File: config.mk
export PLATFORM = sky130hd
export DESIGN_NAME = gpu_tile_writer
export DESIGN_NICKNAME = d
export VERILOG_FILES = /design/src/rtl/gpu_tile_writer.sv
export SDC_FILE = /design/constraint.sdc
export NUM_CORES = 1
export LEC_CHECK = 0
export ABC_AREA = 1
export ABC_CLOCK_PERIOD_IN_PS = 8250
export CORE_MARGIN = 3
export CORE_UTILIZATION = 46
export CTS_BUF_LIST = sky130_fd_sc_hd__clkbuf_8
export CTS_CLUSTER_SIZE = 28
export DETAILED_ROUTE_END_ITERATION = 10
export HOLD_SLACK_MARGIN = 0.12
export PLACE_DENSITY = 0.7
export RECOVER_POWER = 100
export SLEW_MARGIN = 30
export SYNTH_ARGS = -nofsm -noshare
export SYNTH_HDL_FRONTEND = slang
export SYNTH_SLANG_ARGS = --single-unit
File: constraint.sdc
create_clock -name clock -period 8.25 [get_ports clock]
set_clock_uncertainty 0.1 [all_clocks]
set_input_delay 1.65 -clock clock [delete_from_list [all_inputs] [get_ports clock]]
set_output_delay 1.65 -clock clock [all_outputs]
set_load 0.02 [all_outputs]
File: src/rtl/gpu_tile_writer.sv
// Gathers a render tile's shaded pixels one per cycle, packs them into bus beats and writes them to the framebuffer.
// First write PPB+1 cycles after start; a beat is held on the master port until m1_waitrequest drops.
module gpu_tile_writer #(
  parameter int MY_ROWS    = 4,
  parameter int MY_COLS    = 4,
  parameter int TOTAL_ROWS = 240,
  parameter int TOTAL_COLS = 320,
  parameter int ROW_BITS   = $clog2(TOTAL_ROWS),
  parameter int COL_BITS   = $clog2(TOTAL_COLS),
  parameter int PIXEL_BITS = 16,
  parameter int BUS_BYTES  = 4,
  parameter int SKIP_EMPTY = 1,
  localparam int SRW       = (MY_ROWS > 1) ? $clog2(MY_ROWS) : 1,
  localparam int SCW       = (MY_COLS > 1) ? $clog2(MY_COLS) : 1
) (
  input  logic                   clock,
  input  logic                   reset_n,
  input  logic                   start,
  input  logic [ROW_BITS-1:0]    start_row,
  input  logic [COL_BITS-1:0]    start_col,
  input  logic [31:0]            pixel_buffer,
  output logic [SRW-1:0]         sel_row,
  output logic [SCW-1:0]         sel_col,
  input  logic [PIXEL_BITS-1:0]  pixel,
  input  logic                   pixel_hit,
  output logic [31:0]            m1_address,
  output logic [BUS_BYTES*8-1:0] m1_writedata,
  output logic [BUS_BYTES-1:0]   m1_byteenable,
  output logic                   m1_write,
  input  logic                   m1_waitrequest,
  output logic                   busy,
  output logic                   irq,
  input  logic                   clear_interrupt
);

  localparam int PPB = BUS_BYTES * 8 / PIXEL_BITS;
  localparam int BPP = PIXEL_BITS / 8;
  localparam int LW  = (PPB > 1) ? $clog2(PPB) : 1;
  localparam int DW  = BUS_BYTES * 8;

  typedef enum logic [1:0] {IDLE, GATHER, WRITE, INTERRUPT} state_t;

  state_t                state_q, state_d;
  logic [SRW-1:0]        r_q, r_d;
  logic [SCW-1:0]        c_q, c_d;
  logic [LW-1:0]         lane_q, lane_d;
  logic [ROW_BITS-1:0]   org_row_q, org_row_d;
  logic [COL_BITS-1:0]   org_col_q, org_col_d;
  logic [31:0]           base_q, base_d;
  logic [31:0]           addr_q, addr_d;
  logic [DW-1:0]         data_q, data_d;
  logic [BUS_BYTES-1:0]  be_q, be_d;
  logic                  write_q, write_d;
  logic                  busy_q, busy_d;
  logic                  irq_q, irq_d;

  logic [31:0]           beat_addr;
  logic                  last_beat;
  logic                  beat_done;
  logic [SRW-1:0]        r_adv;
  logic [SCW-1:0]        c_adv;

  always_comb begin
    beat_addr = base_q + ((32'(org_row_q) + 32'(r_q)) * 32'(TOTAL_COLS)
                          + 32'(org_col_q) + 32'(c_q)) * 32'(BPP);
    last_beat = (int'(r_q) == MY_ROWS - 1) && (int'(c_q) == MY_COLS - PPB);
    if (int'(c_q) + PPB >= MY_COLS) begin
      c_adv = '0;
      r_adv = r_q + SRW'(1);
    end else begin
      c_adv = c_q + SCW'(PPB);
      r_adv = r_q;
    end
  end

  always_comb begin
    state_d   = state_q;
    r_d       = r_q;
    c_d       = c_q;
    lane_d    = lane_q;
    org_row_d = org_row_q;
    org_col_d = org_col_q;
    base_d    = base_q;
    addr_d    = addr_q;
    data_d    = data_q;
    be_d      = be_q;
    write_d   = write_q;
    busy_d    = busy_q;
    irq_d     = irq_q;
    beat_done = 1'b0;

    unique case (state_q)
      IDLE: begin
        if (start) begin
          org_row_d = start_row;
          org_col_d = start_col;
          base_d    = pixel_buffer;
          r_d       = '0;
          c_d       = '0;
          lane_d    = '0;
          busy_d    = 1'b1;
          state_d   = GATHER;
        end
      end
      GATHER: begin
        for (int i = 0; i < PPB; i++) begin
          if (lane_q == LW'(i)) begin
            data_d[i*PIXEL_BITS +: PIXEL_BITS] = pixel;
            be_d[i*BPP +: BPP]                 = {BPP{pixel_hit}};
          end
        end
        if (int'(lane_q) == PPB - 1) begin
          lane_d = '0;
          addr_d = beat_addr;
          // An all-miss beat advances the tile position exactly like an accepted write.
          if ((SKIP_EMPTY != 0) && (be_d == '0)) begin
            beat_done = 1'b1;
          end else begin
            write_d = 1'b1;
            state_d = WRITE;
          end
        end else begin
          lane_d = lane_q + LW'(1);
        end
      end
      WRITE: begin
        if (!m1_waitrequest) begin
          write_d   = 1'b0;
          beat_done = 1'b1;
        end
      end
      INTERRUPT: begin
        if (clear_interrupt) begin
          irq_d   = 1'b0;
          busy_d  = 1'b0;
          state_d = IDLE;
        end
      end
      default: state_d = IDLE;
    endcase

    if (beat_done) begin
      c_d = c_adv;
      r_d = r_adv;
      if (last_beat) begin
        irq_d   = 1'b1;
        state_d = INTERRUPT;
      end else begin
        state_d = GATHER;
      end
    end
  end

  always_ff @(posedge clock or negedge reset_n) begin
    if (!reset_n) begin
      state_q   <= IDLE;
      r_q       <= '0;
      c_q       <= '0;
      lane_q    <= '0;
      org_row_q <= '0;
      org_col_q <= '0;
      base_q    <= '0;
      addr_q    <= '0;
      data_q    <= '0;
      be_q      <= '0;
      write_q   <= 1'b0;
      busy_q    <= 1'b0;
      irq_q     <= 1'b0;
    end else begin
      state_q   <= state_d;
      r_q       <= r_d;
      c_q       <= c_d;
      lane_q    <= lane_d;
      org_row_q <= org_row_d;
      org_col_q <= org_col_d;
      base_q    <= base_d;
      addr_q    <= addr_d;
      data_q    <= data_d;
      be_q      <= be_d;
      write_q   <= write_d;
      busy_q    <= busy_d;
      irq_q     <= irq_d;
    end
  end

  assign sel_row       = (state_q == GATHER) ? r_q : '0;
  assign sel_col       = (state_q == GATHER) ? (c_q + SCW'(lane_q)) : '0;
  assign m1_address    = addr_q;
  assign m1_writedata  = data_q;
  assign m1_byteenable = be_q;
  assign m1_write      = write_q;
  assign busy          = busy_q;
  assign irq           = irq_q;

endmodule

## Yosys cells after proc, flatten, opt, wreduce, memory -nomap -nowiden

Index checks and enable logic that the tools add are counted.

| operators by class | value |
|---|---|
| add/subtract/negate cells | 9 |
| multipliers | 1 |
| magnitude comparators | 1 |
| equal/unequal tests | 15 |
| mux-type cells | 37 |
| bitwise gates (word level) | 1 |
| reduce and logical (&&, ||, !) cells | 18 |

Operator list:

| operator | count |
|---|---|
| $mux 2 | 18 |
| $add 32x21->32 | 1 |
| $add 19x2->20 | 1 |
| $add 18x9->19 | 1 |
| $mux 1 | 14 |
| $mul 9x3->12 const B | 1 |
| $ne 3x3->1 const B | 4 |
| $ne 2x2->1 const B | 5 |
| $reduce_and 2->1 | 5 |
| $reduce_bool 2->1 | 5 |
| $add 8x2->9 | 1 |
| $pmux 1 s2 | 4 |
| $eq 2x2->1 const B | 3 |
| $pmux 2 s3 | 1 |
| $reduce_and 3->1 | 2 |
| $reduce_and 5->1 | 1 |
| $eq 2x1->1 const B | 2 |
| $logic_not 4->1 | 1 |
| $reduce_and 4->1 | 1 |
| $reduce_bool 4->1 | 1 |
| $add 2x2->3 const B | 1 |
| $ge 3x3->1 const B | 1 |
| $add 2x1->2 | 1 |
| $add 2x1->2 const B | 1 |
| other kinds (6) | 6 |

| storage, ports and cells | value |
|---|---|
| register bits after elaboration | 127 |
| input port bits | 71 |
| output and inout bits | 75 |
| logic and storage cells | 96 |

## Logic depth before layout (Yosys ltp)

| depth | value |
|---|---|
| word-level depth | 8 |
| mapped depth | 31 |
| mapped depth without buffers | 31 |

## Worst setup path before layout

No wires, ideal clock.

| timing path | value |
|---|---|
| kind | register -> register |
| start point | register r_q[0] |
| end point | register addr_q[30] (netlist: m1_address[30]) |
| setup time | 0.117 ns |
| data arrival time | 4.014 ns |
| setup slack | 4.018 ns |
| cell stages (with the launch flop) | 31 |
| buffers on the path | 0 |
| clock period less this slack | 4.232 ns |
| cell sequence | dfrtp_1 ha_1 fa_1 nand3_1 nor2_1 nand2_1 xor2_1 inv_1 ha_1 ha_1 a21oi_1 nand2_1 nand2_1 nand2_1 nand2_1 nand2_1 nor2_1 nand3_1 nand2_1 nand2_1 ha_1 nand2_2 inv_1 nand2_1 nand2_1 a21oi_1 nand3_2 nand2_1 nand2_1 nand3_1 nand2_1 |

| between the ends | value |
|---|---|
| longest elaborated chain between the ends | 5 |

RTL lines:

| what | RTL line | RTL |
|---|---|---|
| start: declaration | 44 | `logic [SRW-1:0] r_q, r_d;` |
| start signal: assignment | 171 | `r_q <= r_d;` |
| $add 8x2->9 | 64 | `beat_addr = base_q + ((32'(org_row_q) + 32'(r_q)) * 32'(TOTAL_COLS)` |
| $mul 9x3->12 | 64 |  |
| $add 18x9->19 | 65 | `+ 32'(org_col_q) + 32'(c_q)) * 32'(BPP);` |
| $add 19x2->20 | 65 |  |
| $add 32x21->32 | 64 |  |
| end signal: assignment | 177 | `addr_q <= addr_d;` |
| end: declaration | 50 | `logic [31:0] addr_q, addr_d;` |

No other way between the ends.
A chain may end at the register's enable or synchronous reset.

## Worst setup path in the final report

| timing path | value |
|---|---|
| start point | register state_q[1] |
| end point | output port sel_col[0] |

| between the ends | value |
|---|---|
| longest elaborated chain between the ends | 2 |

RTL lines:

| what | RTL line | RTL |
|---|---|---|
| start: declaration | 43 | `state_t state_q, state_d;` |
| start signal: assignment | 170 | `state_q <= state_d;` |
| $eq 2x1->1 | 187 | `assign sel_col = (state_q == GATHER) ? (c_q + SCW'(lane_q)) : '0;` |
| $mux 2 | 187 |  |
| end: declaration | 23 | `output logic [SCW-1:0] sel_col,` |

No other way between the ends.

==> impl_metrics.toml <==
[setup_path]
path_max_fanout = 74
end_kind = "output port"
path_cells = "inv_1, ha_1, nand2_2, buf_4, clkinvlp_2, dlygate4sd3_1"
arrival_ns = 4.10
crit_path_top_delay_cell = "clkinvlp_2"
reg2reg_from = "r_q[0]"
critical_path_class = "register to output port"
worstPathBufferInverterCount = 4
path_delay_family = "buffers and inverters"
timing.rr.end = "m1_address[31]"
startpoint_type = "register"
worstPathRequired_ns = 6.50
reg2reg_depth = 23
max_stage_delay_ns = 1.16
regToRegSetupSlack_ns = 3.27

[die]
die_w_um = 136
io-pin-count = 146
placementRows = 46
chipHeight_um = 136
core_region_area_mm2 = 0.0162
initial_utilization_pct = 48.0
dieArea_mm2 = 0.0185

[routing]
wl_um = 18100
num_vias = 6582
detail_route.wl_per_cell_um = 13.3
vias_per_cell = 4.83
drt_first_iter_violations = 333
firstDrtPassIters = 4
drc_errors = 0
ant_nets = 0

[timing]
relSlewSlack_pct = -83.9
hold_ws_ns = 0.374
timing.fmax_mhz = 171
period_share_pct = 70.9
drv_slew = 106
min_period_ns = 5.85
setup_viol = 0
tightest_slew_ns = 2.76
rsz0062_at_grt = "no"
fin_tns_setup_ns = 0
hold_viol = 0

[clocking]
cts_resized = 0
clkLatencyLatePin_ns = 0.44
numCtsBuffers = 17
cts_tree = "built"
post_cts_buffers = 0
clock-sinks = 126
path_clk_slew_ns = 0.08
clock-root-buffer = "clkbuf_8"
cts-htree-levels = 4
postCtsHoldBufs = 0
clock_path_buffers = 2

[finish]
final_cell_area_mm2 = 0.00967
syn_to_final_growth_pct = 24.6
final_util_pct = 59.8
final_nets = 1251
num_antenna_cells = 0
drive_above_1_share_pct = 8.81

[global_route]
overflow = 0
grtUsageTotal_pct = 20.5
grt_pass1_vias = 6261
grt_pass1_wl_um = 30400
grt_max_degree = 79
antenna_found_initial = 0

[run_status]
violations = "capacitance limit, slew limit"
status = "finished, violations left"

[place]
place.gp.congestion = 0.937
place_area_mm2 = 0.00940
dp_hpwl_um = 13900
numPortBuffers = 145

[synth]
synth_warnings = 0
ys.flop_type = "dfrtp_1"
avgSynthCellArea_um2 = 7.86
yosys-top-cells-area = "dfrtp_1, nand2_1, ha_1"
ys_seq_area_share_pct = 40.6
ys_ff_latch = 126
synth_most_common_cell = "nand2_1"
syn-num-nets = 1105
synthesis.area_mm2 = 0.00776
postSynthCellCount = 987
synth_top_area_share_pct = 40.6
synth_edf_count = 0
yosysTopAreaCell = "dfrtp_1"
synth-async-reset-ratio_pct = 100
yosysUniqueCellTypes = 44
synthTopCellsByCount = "nand2_1, inv_1, dfrtp_1"

[min_path]
min_to = "m1_address[27]"
hold_depth = 2
hold_path.class = "register to register"
hold_start = "m1_address[27]"

[run]
maxCapViolations = 2
[per-layer routing]
metal	track usage (%)	routed length, um
met4	5.38	181
met1	29.7	8880
met2	32.0	8180
met3	3.70	863
met5	0	0
[cell type report]
class	instances	area (um^2)
multi-input combinational	698	3860
fill	1511	6500
inverter	142	534
clock buffer	18	248
sequential	126	3150
clock inverter	14	134
timing repair buffer	148	1470
tap	216	270
[worst max path at each step]
stage               startpoint  cells past startpoint        endpoint
floorplan               r_q[0]                     30  m1_address[30]
global placement        r_q[0]                     22  m1_address[20]
detailed placement      r_q[0]                     28  m1_address[30]
CTS                 state_q[1]                      6      sel_col[0]
global route        state_q[1]                      6      sel_col[0]
finish              state_q[1]                      6      sel_col[0]
[cells by family (layout without fill, tap and decap cells)]
kind of cell / count (synthesis) / in the layout / share of synthesized area [%]
mux: 34 / 34 / 4.93
fa+ha+maj: 47 / 47 / 7.87
xor+xnor: 28 / 28 / 3.45
simple gates: 490 / 490 / 28.0
compound gates: 98 / 98 / 6.72
buf+inv: 163 / 322 / 8.32
flops: 126 / 126 / 40.6
other cells: 1 / 1 / 0.0483
[tightest hold or removal path, stage by stage (launching register included)]
cell	delay, ns
dfrtp_1	0.34
nand2_1	0.05
nand2_1	0.05
[cells in the final DEF, fill, tap and decap left out, drive strengths merged, types with 34 or more instances in the layout]
cell type,count
dlygate4sd3,83
nor2,80
dfrtp,126
nand2,321
nand3,63
ha,44
o21ai,56
clkdlybuf4s50,61
inv,146
mux2,34
[registers in the layout, summed over array words and instances, names as in the netlist]
register       flops
base_q            32
busy               1
c_q                1
irq                1
lane_q             1
m1_address        32
m1_byteenable      4
m1_write           1
m1_writedata      32
org_col_q          9
org_row_q          8
r_q                2
state_q            2
[per-stage QoR]
| step | setup slack [ns] | std cells |
|---|---|---|
| floorplan | 4.02 | 987 |
| global placement | 3.72 | 1330 |
| detailed placement | 3.62 | 1330 |
| global route | 2.02 | 1362 |
| finish | 2.40 | 1362 |
| CTS | 3.49 | 1362 |
Power is left out: the tool's default activity adds up to more than one toggle a clock period on the data nets, which glitch-free logic cannot reach.
